$ cat src/rtl/frame_pkg.sv
// Shared frame geometry, pixel types and the read-return tag used by the
// frame RAM arbiter and its tag pipeline.
package frame_pkg;

    localparam int unsigned FRAME_W      = 240;
    localparam int unsigned FRAME_H      = 320;
    localparam int unsigned FRAME_PIXELS = FRAME_W * FRAME_H;
    localparam int unsigned PIX_ADDR_W   = 17;
    localparam int unsigned PIX_DATA_W   = 16;

    typedef logic [PIX_ADDR_W-1:0] pix_addr_t;
    typedef logic [PIX_DATA_W-1:0] pix_data_t;

    typedef enum logic {
        RD_CORNERS  = 1'b0,
        RD_ISOLATOR = 1'b1
    } rd_client_e;

    typedef struct packed {
        logic       valid;
        rd_client_e id;
        logic       oob;
    } rd_tag_t;

endpackage

$ cat src/rtl/rd_tag_pipe.sv
// Read-return tag shift register: delays {valid, reader, oob} by DEPTH cycles
// so it lines up with RAM read data. Synchronous flush drops in-flight reads.
module rd_tag_pipe
    import frame_pkg::*;
#(
    parameter int unsigned DEPTH = 1
) (
    input  logic    clk,
    input  logic    flush,
    input  rd_tag_t head,
    output rd_tag_t tail
);

    rd_tag_t stage [DEPTH];

    always_ff @(posedge clk) begin
        if (flush) begin
            for (int unsigned i = 0; i < DEPTH; i++) begin
                stage[i] <= '0;
            end
        end else begin
            stage[0] <= head;
            for (int unsigned i = 1; i < DEPTH; i++) begin
                stage[i] <= stage[i-1];
            end
        end
    end

    assign tail = stage[DEPTH-1];

endmodule

$ cat src/rtl/frame_ram_arbiter.sv
// Single-port frame BRAM arbiter: writer priority, round-robin between two
// readers, tagged read return. Optional starvation guard: FRAME_ARB_STARVE_GUARD_EN.
module frame_ram_arbiter
    import frame_pkg::*;
#(
    parameter int unsigned WIDTH       = FRAME_W,
    parameter int unsigned HEIGHT      = FRAME_H,
    parameter int unsigned ADDR_W      = PIX_ADDR_W,
    parameter int unsigned DATA_W      = PIX_DATA_W,
    parameter int unsigned RAM_LATENCY = 1,
    parameter int unsigned STARVE_MAX  = 64
) (
    input  logic              clk_in,
    input  logic              rst_in,
    input  logic              wr_req,
    input  logic [ADDR_W-1:0] wr_addr,
    input  logic [DATA_W-1:0] wr_data,
    output logic              wr_gnt,
    input  logic              rd0_req,
    input  logic [ADDR_W-1:0] rd0_addr,
    output logic              rd0_gnt,
    output logic              rd0_valid,
    input  logic              rd1_req,
    input  logic [ADDR_W-1:0] rd1_addr,
    output logic              rd1_gnt,
    output logic              rd1_valid,
    output logic [DATA_W-1:0] rd_data_out,
    output logic [ADDR_W-1:0] ram_addr,
    output logic [DATA_W-1:0] ram_din,
    output logic              ram_we,
    input  logic [DATA_W-1:0] ram_dout
);

    localparam int unsigned PIXELS = WIDTH * HEIGHT;

    function automatic logic out_of_range(input logic [ADDR_W-1:0] a);
        return 32'(a) >= PIXELS;
    endfunction

    logic              last_rd;
    logic [ADDR_W-1:0] addr_q;
    logic              rd_any;
    logic              rd_sel;
    logic              wr_pick;
    logic              rd_pick;
    logic              starve_hit;
    logic [ADDR_W-1:0] rd_addr_sel;
    rd_tag_t           head;
    rd_tag_t           tail;

`ifdef FRAME_ARB_STARVE_GUARD_EN
    localparam int unsigned CNT_W = $clog2(STARVE_MAX + 1);

    logic [CNT_W-1:0] starve_cnt;

    assign starve_hit = (32'(starve_cnt) == STARVE_MAX);

    // Counts cycles a waiting reader lost to the writer; saturates at STARVE_MAX.
    always_ff @(posedge clk_in) begin
        if (rst_in) begin
            starve_cnt <= '0;
        end else if (rd_pick) begin
            starve_cnt <= '0;
        end else if (wr_pick && rd_any && !starve_hit) begin
            starve_cnt <= starve_cnt + 1'b1;
        end
    end
`else
    assign starve_hit = 1'b0 & (STARVE_MAX == 0);
`endif

    always_comb begin
        rd_any = rd0_req | rd1_req;
        if (rd0_req && rd1_req) begin
            rd_sel = ~last_rd;
        end else begin
            rd_sel = rd1_req;
        end
        wr_pick     = !rst_in && wr_req && !(starve_hit && rd_any);
        rd_pick     = !rst_in && rd_any && !wr_pick;
        rd_addr_sel = rd_sel ? rd1_addr : rd0_addr;
    end

    assign wr_gnt  = wr_pick;
    assign rd0_gnt = rd_pick && !rd_sel;
    assign rd1_gnt = rd_pick && rd_sel;
    assign ram_din = wr_data;

    // Address passes straight through on a grant and otherwise holds the last issued one.
    always_comb begin
        ram_addr = addr_q;
        ram_we   = 1'b0;
        if (rst_in) begin
            ram_addr = '0;
        end else if (wr_pick) begin
            ram_addr = wr_addr;
            ram_we   = !out_of_range(wr_addr);
        end else if (rd_pick) begin
            ram_addr = rd_addr_sel;
        end
    end

    always_ff @(posedge clk_in) begin
        if (rst_in) begin
            last_rd <= 1'b1;
            addr_q  <= '0;
        end else begin
            addr_q <= ram_addr;
            if (rd_pick) begin
                last_rd <= rd_sel;
            end
        end
    end

    always_comb begin
        head.valid = rd_pick;
        head.id    = rd_sel ? RD_ISOLATOR : RD_CORNERS;
        head.oob   = out_of_range(rd_addr_sel);
    end

    rd_tag_pipe #(
        .DEPTH(RAM_LATENCY)
    ) u_tag_pipe (
        .clk  (clk_in),
        .flush(rst_in),
        .head (head),
        .tail (tail)
    );

    assign rd0_valid   = !rst_in && tail.valid && (tail.id == RD_CORNERS);
    assign rd1_valid   = !rst_in && tail.valid && (tail.id == RD_ISOLATOR);
    assign rd_data_out = (rst_in || !tail.valid || tail.oob) ? '0 : ram_dout;

endmodule

$ cat config.mk
export PLATFORM = sky130hd
export DESIGN_NAME = frame_ram_arbiter
export DESIGN_NICKNAME = d
export VERILOG_FILES = /design/src/rtl/frame_pkg.sv /design/src/rtl/rd_tag_pipe.sv /design/src/rtl/frame_ram_arbiter.sv
export SDC_FILE = /design/constraint.sdc
export NUM_CORES = 1
export LEC_CHECK = 0
export ABC_AREA = 1
export CAP_MARGIN = 25
export CORE_MARGIN = 5
export CORE_UTILIZATION = 30
export DETAILED_ROUTE_END_ITERATION = 10
export PLACE_DENSITY = 0.82
export SYNTH_ARGS = -nofsm -noshare
export SYNTH_HDL_FRONTEND = slang
export SYNTH_SLANG_ARGS = --single-unit
$ cat constraint.sdc
create_clock -name clk_in -period 3.1 [get_ports clk_in]
set_input_delay 0.465 -clock clk_in [delete_from_list [all_inputs] [get_ports clk_in]]
set_output_delay 0.465 -clock clk_in [all_outputs]
set_load 0.005 [all_outputs]
==> results of run 1 <==
where the power goes:
part           switching, mW  internal (mW)  total [mW]
clock network         0.0922         0.0896       0.182
logic                  0.105          0.162       0.267
registers            0.00530          0.290       0.295
placed cells by master, fill, tap and decap left out, types with 3 or more instances in the layout:
cell type	Yosys	layout
o211ai_1	4	4
a21oi_1	20	20
buf_4	18	10
dfxtp_1	21	21
a31oi_1	20	20
o21ai_0	16	16
nand2_1	51	50
clkbuf_8	0	3
nor2_2	3	3
clkdlybuf4s50_1	0	110
nor2_1	21	21
nand3_1	9	9
inv_1	30	30
final cells by class:
cell class,instances,share of cell area
clock buffers,3,0.0161
flip-flops and latches,21,0.164
well taps,54,0.0264
repair buffers,120,0.459
clock inverters,1,0.00195
multi-input cells,152,0.289
inverters,30,0.0439
cells by family (layout without fill, tap and decap cells):
logic type | count (synthesis) | count (layout) | synth area share
compound gates | 64 | 64 | 0.255
simple gates | 88 | 88 | 0.256
buf+inv | 56 | 154 | 0.198
flops | 21 | 21 | 0.291
state kept, by name (all words and copies together), names as in the netlist:
register	cells
last_rd	1
u_tag_pipe.stage	3
addr_q	17
timing repair:
item                                    CTS  global route
hold buffers                              0             0
resized for setup                         0             1
endpoints found under the setup margin    0             6
per-stage QoR:
step	hold slack, ns	setup slack [ns]	instance area [um^2]	utilization
2_1_floorplan	0.436	1.38	1440	-
3_3_place_gp	0.484	0.181	2510	0.536
3_5_place_dp	0.469	0.145	2510	0.536
4_1_cts	0.487	0.134	2560	0.546
5_1_grt	0.503	0.0552	2560	0.546
6_report	0.484	0.204	2560	0.546
per-layer routing:
layer / vias to the layer above / part of all wire / GRT usage
li1: 935 / - / -
met1: 818 / 0.39 / 0.186
met2: 108 / 0.49 / 0.292
met3: 7 / 0.11 / 0.0510
met4: 0 / 0.0058 / 0.0275
met5: - / 0 / 0
worst max path at each step:
stage | start | end | slack [ns] | depth (start not counted)
6_report | rst_in | ram_addr[0] | 0.20 | 8
5_1_grt | rd0_req | ram_addr[0] | 0.06 | 9
4_1_cts | rd0_req | ram_addr[0] | 0.13 | 9
3_5_place_dp | rd0_req | ram_addr[0] | 0.15 | 9
3_3_place_gp | rd0_req | ram_addr[0] | 0.18 | 9
2_1_floorplan | rd0_req | ram_addr[16] | 1.38 | 6
worst max-delay path: stages:
cell and delay [ns]:
clkdlybuf4s50_1 0.46, nor2_4 0.25, nand2_4 0.15, nor2_2 0.10, buf_4 0.19, nand2_1 0.08, a31oi_1 0.19, clkdlybuf4s50_1 0.54
==> summary.txt, run 1 <==
Outcome
  • Status: finished, final reports clean

Timing
  • Final setup TNS: 0 ns
  • Worst-Margin Slew: 0.470 ns
  • # setup viols final: 0
  • Fmax: approximately 350 MHz
  • Final Hold Viols: 0
  • Skew final: 0.00307 ns
  • Tmin final: 2.90 ns
  • Slew headroom: 0.687
  • Final worst path period share: 0.934
  • Unrepaired setup endpoints after global routing: no
  • Final Max Tran Viols: 0

Worst setup path
  • Crit Path Class: in -> out
  • Worst Path Max Fanout: 14
  • CP startpoint kind: primary input
  • Critical path required time: 2.63 ns
  • Reg2Reg Capture Point: addr_q[16]
  • RR Startpoint: last_rd
  • Flop2flop setup slack: 1.78 ns
  • Crit. End Element: primary output
  • R2R depth: 7
  • WP data arrival: 2.43 ns

Place
  • Gp weighted congestion: approximately 0.82
  • Placed instance count: about 380
  • HPWL after DPL: around 4.6 mm
  • PortBufs: 110

Drt
  • Drt wl/cell: 14.1 um
  • Routed wire length: 5.37 mm
  • DRT Pass-1 Iters: 4
  • Drt drc: 0
  • Post-route ant nets: 0
  • Post-DR vias/cell: slightly below 5
  • Vias: 1868
  • DR iter-0 viols: 84

Synth
  • Sequential element share of the synthesized area: 0.291
  • Synth top area share: 0.291
  • Post-synth ARST share: 0
  • Cell Area, Synth: 0.00144 mm^2
  • Syn_nets: 317
  • Post-synthesis cell count: 229
  • Post-synth EDFFs: 0
  • Flops & latches, synth: 21
  • Count leader, synth: nand2_1
  • Cell taking the most area after synthesis: dfxtp_1
  • Synth warnings: 0
  • Synth cell types: 19
  • Synth area leaders: dfxtp_1 (29%), nand2_1 (13%), buf_4 (9.4%), a31oi_1 (8.7%), inv_1 (7.8%)
  • Syn Area/Cell: between 6 and 7 um^2
  • Most used flip-flop cell after synthesis: dfxtp_1
  • Commonest cells in the synthesized netlist: nand2_1 (51), inv_1 (30), dfxtp_1 (21), nor2_1 (21)

Die
  • FP Rows: 25
  • Core Area: about 0.0047 mm^2
  • Num ports: between 100 and 150
  • Die ar.: 0.00630 mm^2
  • Starting Density: 0.307
  • Chip width: about 79 um
  • Die Ht: around 79 um

Clock network
  • Clk slew on worst S/H paths: approximately 0.08 ns
  • Clk root buf: clkbuf_8
  • Clock latency on the worst-skew pair: about 0.26 ns
  • Clk sinks: 21
  • CTS Buffer Depth: 2
  • CTS tree: done
  • Setup Fix Bufs, Post-CTS: 0
  • CTS buffer count: 3
  • H-tree levels: 1

Power
  • Pwr/cell area: approximately 290 mW/mm^2
  • Maximum VDD drop: 139 uV
  • Tot Pwr: 744 uW
  • Leakage: between 1 and 1.5 nW

Global route
  • Gr usage total: 0.161
  • Largest net degree at the start of global routing: 17
  • Initial antenna violation count: 0
  • First-pass GRT wire length: approximately 8.2 mm
  • Vias in the first global route: 1774
  • Grt ovf: 0

Layout
  • Non-filler instance count after layout: roughly 380
  • Layout Nets: 416
  • Area delta synth->final: 77.6%
  • ANT cells: 0
  • Proportion of layout cells with a drive suffix above 1: 0.0612
  • Register area: between 400 and 500 um^2
  • Multi-input logic area: 739 um^2
  • Fillers: approximately 460

Worst hold path
  • Min-delay src: last_rd
  • Hold depth: 2
  • Endpoint, Worst Hold: last_rd
  • HP Class: reg -> reg

Run
  • Maxcap violations: 0
Power figures use the tool's default switching activity.
==> run 2, diff against run 1 <==
--- a/config.mk
+++ b/config.mk
@@ -11,6 +11,7 @@
 export CORE_UTILIZATION = 30
 export DETAILED_ROUTE_END_ITERATION = 10
 export PLACE_DENSITY = 0.82
+export SKIP_LAST_GASP = 1
 export SYNTH_ARGS = -nofsm -noshare
 export SYNTH_HDL_FRONTEND = slang
 export SYNTH_SLANG_ARGS = --single-unit
==> results of run 2 <==
No change in the layout: final DEF, timing and power equal those of run 1.
